`src/rtl/logic_fu_pkg.sv`:
```
// Shared constants for the logic functional-unit issue controller.
package logic_fu_pkg;

  // Bitwise opcodes carried by each reservation-station entry.
  localparam logic [1:0] OP_AND = 2'b00;
  localparam logic [1:0] OP_OR  = 2'b01;
  localparam logic [1:0] OP_XOR = 2'b10;
  localparam logic [1:0] OP_NOT = 2'b11;  // uses VJ only

  // Default datapath and tag widths.
  localparam int DEF_DATA_W = 32;
  localparam int DEF_TAG_W  = 4;

  // Depth of the result buffer in front of the CDB.
  localparam int BUF_DEPTH = 2;

endpackage

```
`src/rtl/rr_arbiter.sv`:
```
// Round-robin arbiter: the scan starts at the pointer and wraps modulo N.
// The pointer moves past the winner only when the caller takes the grant.
module rr_arbiter #(
  parameter int N = 3
) (
  input  logic         CLK,
  input  logic         RST_N,
  input  logic [N-1:0] req,
  input  logic         advance,
  output logic [N-1:0] gnt
);

  localparam int PTR_W = (N > 1) ? $clog2(N) : 1;

  logic [PTR_W-1:0] ptr;
  logic [PTR_W-1:0] win;
  logic [PTR_W-1:0] idx;
  logic             found;
  int               sum;

  // Find the first requester at or after the pointer, wrapping around.
  always_comb begin
    gnt   = '0;
    win   = '0;
    found = 1'b0;
    idx   = '0;
    sum   = 0;
    for (int k = 0; k < N; k++) begin
      sum = int'(ptr) + k;
      if (sum >= N) sum = sum - N;
      idx = PTR_W'(sum);
      if (!found && req[idx]) begin
        found    = 1'b1;
        win      = idx;
        gnt[idx] = 1'b1;
      end
    end
  end

  // Pointer register: moves to the entry after the winner on a taken grant.
  always_ff @(posedge CLK or negedge RST_N) begin
    if (!RST_N) begin
      ptr <= '0;
    end else if (advance && found) begin
      ptr <= (win == PTR_W'(N - 1)) ? '0 : win + PTR_W'(1);
    end
  end

endmodule

```
`src/rtl/logic_fu_ctrl.sv`:
```
// Issue controller for the Tomasulo logic functional unit: picks one ready
// reservation-station entry per cycle, computes its bitwise result and
// queues {tag,result} in a 2-entry buffer that is broadcast on the CDB.
//
// CDB handshake: CDB_REQ is the valid for the buffer head and CDB_GNT is the
// ready; a result transfers on a cycle where both are high. While CDB_REQ is
// high and CDB_GNT is low, CDB_TAG/CDB_DATA stay unchanged. With CDB_REQ low
// the tag/data lines carry stale values and must be ignored.
module logic_fu_ctrl
  import logic_fu_pkg::*;
#(
  parameter int NUM_RS = 3,
  parameter int DATA_W = DEF_DATA_W,
  parameter int TAG_W  = DEF_TAG_W
) (
  input  logic                     CLK,
  input  logic                     RST_N,
  input  logic                     FLUSH,
  input  logic [NUM_RS-1:0]        RS_READY,
  input  logic [2*NUM_RS-1:0]      RS_OP,
  input  logic [DATA_W*NUM_RS-1:0] RS_VJ,
  input  logic [DATA_W*NUM_RS-1:0] RS_VK,
  input  logic [TAG_W*NUM_RS-1:0]  RS_TAG,
  output logic [NUM_RS-1:0]        RS_GRANT,
  output logic                     CDB_REQ,
  input  logic                     CDB_GNT,
  output logic [TAG_W-1:0]         CDB_TAG,
  output logic [DATA_W-1:0]        CDB_DATA,
  output logic                     FU_FULL
);

  logic [1:0]        count;
  logic [TAG_W-1:0]  head_tag;
  logic [DATA_W-1:0] head_data;
  logic [TAG_W-1:0]  tail_tag;
  logic [DATA_W-1:0] tail_data;

  logic              pop;
  logic              push;
  logic              can_issue;
  logic [NUM_RS-1:0] arb_gnt;

  logic [1:0]        sel_op;
  logic [DATA_W-1:0] sel_vj;
  logic [DATA_W-1:0] sel_vk;
  logic [TAG_W-1:0]  sel_tag;
  logic [DATA_W-1:0] result;

  assign CDB_REQ  = (count != 2'd0);
  assign FU_FULL  = (count == 2'(BUF_DEPTH));
  assign CDB_TAG  = head_tag;
  assign CDB_DATA = head_data;

  assign pop       = CDB_REQ & CDB_GNT;
  assign can_issue = ~FLUSH & ((count < 2'(BUF_DEPTH)) | pop);

  rr_arbiter #(.N(NUM_RS)) u_arb (
    .CLK     (CLK),
    .RST_N   (RST_N),
    .req     (RS_READY),
    .advance (can_issue),
    .gnt     (arb_gnt)
  );

  // Grants are suppressed while reset is asserted so the RS never deallocates.
  assign RS_GRANT = arb_gnt & {NUM_RS{can_issue & RST_N}};
  assign push     = |RS_GRANT;

  // Route the winning entry's fields to the datapath.
  always_comb begin
    sel_op  = '0;
    sel_vj  = '0;
    sel_vk  = '0;
    sel_tag = '0;
    for (int i = 0; i < NUM_RS; i++) begin
      if (arb_gnt[i]) begin
        sel_op  = RS_OP[2*i +: 2];
        sel_vj  = RS_VJ[DATA_W*i +: DATA_W];
        sel_vk  = RS_VK[DATA_W*i +: DATA_W];
        sel_tag = RS_TAG[TAG_W*i +: TAG_W];
      end
    end
  end

  // Bitwise datapath.
  always_comb begin
    result = '0;
    case (sel_op)
      OP_AND:  result = sel_vj & sel_vk;
      OP_OR:   result = sel_vj | sel_vk;
      OP_XOR:  result = sel_vj ^ sel_vk;
      default: result = ~sel_vj;
    endcase
  end

  // Result buffer: head slot drives the CDB, tail slot holds the second entry.
  // The head keeps its last value when the buffer drains or is flushed.
  always_ff @(posedge CLK or negedge RST_N) begin
    if (!RST_N) begin
      count     <= 2'd0;
      head_tag  <= '0;
      head_data <= '0;
      tail_tag  <= '0;
      tail_data <= '0;
    end else if (FLUSH) begin
      count <= 2'd0;
    end else begin
      case ({push, pop})
        2'b10: begin
          if (count == 2'd0) begin
            head_tag  <= sel_tag;
            head_data <= result;
          end else begin
            tail_tag  <= sel_tag;
            tail_data <= result;
          end
          count <= count + 2'd1;
        end
        2'b11: begin
          if (count == 2'd1) begin
            head_tag  <= sel_tag;
            head_data <= result;
          end else begin
            head_tag  <= tail_tag;
            head_data <= tail_data;
            tail_tag  <= sel_tag;
            tail_data <= result;
          end
        end
        2'b01: begin
          if (count == 2'd2) begin
            head_tag  <= tail_tag;
            head_data <= tail_data;
          end
          count <= count - 2'd1;
        end
        default: ;
      endcase
    end
  end

endmodule

```
`config.mk`:
```
export PLATFORM = sky130hd
export DESIGN_NAME = logic_fu_ctrl
export DESIGN_NICKNAME = d
export VERILOG_FILES = /design/src/rtl/logic_fu_pkg.sv /design/src/rtl/rr_arbiter.sv /design/src/rtl/logic_fu_ctrl.sv
export SDC_FILE = /design/constraint.sdc
export NUM_CORES = 1
export LEC_CHECK = 0
export ABC_CLOCK_PERIOD_IN_PS = 8000
export CAP_MARGIN = 20
export CORE_UTILIZATION = 51
export DETAILED_ROUTE_END_ITERATION = 6
export PLACE_DENSITY_LB_ADDON = 0.2
export SETUP_SLACK_MARGIN = 0.02
export SYNTH_ARGS = -nofsm -noshare
export SYNTH_HDL_FRONTEND = slang
export SYNTH_HIERARCHICAL = 1
export SYNTH_SLANG_ARGS = --single-unit
```
`constraint.sdc`:
```
create_clock -name CLK -period 8 [get_ports CLK]
set_clock_uncertainty 0.15 [all_clocks]
set_input_delay 0.8 -clock CLK [delete_from_list [all_inputs] [get_ports CLK]]
set_output_delay 0.8 -clock CLK [all_outputs]
set_load 0.1 [all_outputs]
```
==> run summary <==
Outcome = completed
Initial core utilization = 53.2%
Area taken by multi-input logic gates = 0.00479 mm^2
# setup viols final = 0
CP Class = reg2out
R2r setup slk = 3.02 ns
Post-synth top flop = dfrtp_1
Drt wl/cell = 17.4 um
Yosys top cell area share = 25.4%
Root Buffer = clkbuf_16
Cells after Synth = 987
Worst skew pair latency = 0.33 ns
Clock-pin transition on the worst setup and hold timing paths = 0.06 ns
TNS Setup = 0 ns
Max cap viols = 0
Initial antenna violation count = 0
Worst EP arrival = 4.48 ns
Yosys Warn Count = 6
TritonCTS clock tree = built
Post-CTS Setup Bufs = 0
Number of synthesized flops with an enable pin = 0
Layout cells sized above 1 = 4.29%
Slew Limit Headroom = 31.2%
Vias in the first global route = 7409
Synthesized Nets = 1275
Core Util, Final = 73.2%
Nets = 1471
First-pass GRT wire length = 37.5 mm
Slew Limit Fails = 0
Area Overhead vs Synth = 37.7%
Largest net degree at the start of global routing = 109
Die X = 123 um
Post-synthesis cell type count = 49
IO Count = 258
Reg2reg start = u_arb/ptr[0]
Most common cell after layout, fill and taps aside = clkdlybuf4s50_1
Fillers = 1112
Biggest area consumer among synthesized cells = dfrtp_1
Critical Path, Cell by Cell = inv_1 > ha_1 > mux2_1 > nand3_1 > o22ai_1 > a221oi_1 > a21oi_4 > buf_4 > and3_1 > clkdlybuf4s50_1
Ys async rst share = 100%
Cts repair resizes = 0
CP required = 7.05 ns
Hold buffer count at CTS = 0
Hold Crit Class = in2async
ANT nets after route = 0
Residual DRC count = 0
Crit path largest cell delay = 1.13 ns
Port bufs = 257
Crit share post-route = 67.9%
Reg2reg path depth = 14
Unrepaired setup endpoints after global routing = false
TritonCTS Buffers = 9
First-pass DRT Iterations = 7
Final hold slack = 0.238 ns
Critical path's slowest cell = clkdlybuf4s50_1
Final Hold Viols = 0
Total track usage = 31.7%
TritonCTS Sinks = 76
Worst-Margin Slew = 1.03 ns
Routed wire length = 23.8 mm
CTS HTree Levels = 3
GRT overflow = 0
Most frequent cells in the layout = clkdlybuf4s50_1, nand2_1, inv_1, a21oi_1, dfrtp_1
Height of the die = 123 um
Syn Area/Cell = 7.59 um^2
Register Area = 0.00190 mm^2
Crit Reg-Reg Endpoint = CDB_DATA[3]
Mapped Area = 0.00749 mm^2
Die area = 0.0152 mm^2
GP Congestion = 0.861
Setup crit end kind = output pin
Worst Setup Start Kind = register
Routed vias/inst = 5.80
Placeable Area = 0.0141 mm^2
Post-detail-place hpwl = 17.1 mm
1st-iter DRT viols = 621
Synth area leaders = dfrtp_1, ha_1, nand2_1, a21oi_1, inv_1
Shortest period the worst path allows = 5.43 ns
Bufs on Longest Clock Path = 2
Rows = 43
Critical path fanouts, max = 108
Flops & latches, synth = 76
Maximum clock rate = 0.184 GHz
Diode count = 0
Via count = 7931
Seq/Total Area, Yosys = 25.4%
-- worst max-delay path: cells and delay by family (launching register included) --
family,cells,cell delay (ns)
AO/OA/AOI/OAI,3,0.55
adder cells (fa/ha/maj),1,0.52
buffers and inverters,3,2.03
flip-flops,1,0.42
multiplexers,1,0.24
AND/OR/NAND/NOR,2,0.36
-- area by class of cell --
type | instances | area share [%]
multi-input combinational | 724 | 46.4
timing repair buffer | 270 | 26.3
sequential | 76 | 18.4
inverter | 102 | 3.71
clock buffer | 10 | 2.32
tap | 180 | 2.18
clock inverter | 6 | 0.618
-- synthesized netlist by cell type, types with 33 or more instances --
cell type / n
nand2_1: 117
inv_1: 102
a21oi_1: 79
dfrtp_1: 76
nor2_1: 73
ha_1: 71
o21ai_0: 70
buf_2: 39
nand3_1: 38
a22oi_1: 36
nand3b_1: 35
o211ai_1: 33
-- how the worst max path moves through the flow --
stage,to,startpoint
final,RS_GRANT[1],u_arb/ptr[0]
after global routing,RS_GRANT[1],u_arb/ptr[0]
after CTS,RS_GRANT[1],RS_READY[0]
after detailed placement,RS_GRANT[1],RS_READY[1]
after global placement,CDB_DATA[5],RS_READY[0]
after floorplan,RS_GRANT[2],RS_READY[1]
-- cells by family after synthesis --
group                      Yosys count  synth area share [%]
DFF                                 76                  25.4
and+or+nand+nor                    304                  19.2
muxes                                9                  1.37
buffers and inverters              187                  11.4
xor gates and xnor gates             2                 0.234
adders and majority gates           71                  11.9
AOI/OAI and AO/OA                  338                  30.6
-- state kept, by name, summed over array words and instances, names as in the netlist --
register   cells
CDB_TAG        4
u_arb/ptr      2
tail_data     32
CDB_DATA      32
tail_tag       4
count          2
-- routing by layer --
| layer | global-route usage [%] | part of all wire, % | vias to the layer above |
|---|---|---|---|
| li1 | - | - | 3850 |
| met1 | 44.7 | 44 | 3667 |
| met2 | 51.0 | 47 | 386 |
| met3 | 3.18 | 7.4 | 28 |
| met4 | 10.0 | 1.8 | 0 |
| met5 | 0 | 0 | - |
-- metrics by stage --
step           setup WS (ns)  instances  area (um^2)
2_1_floorplan           3.88        987         7490
3_3_place_gp            2.63       1349         9950
3_5_place_dp            2.60       1351         9990
4_1_cts                 2.61       1367        10300
5_1_grt                 2.33       1368        10300
6_report                2.57       1368        10300
Power is not shown: default switching activity piles up to over one toggle a cycle in this logic, so the estimate is an artifact.
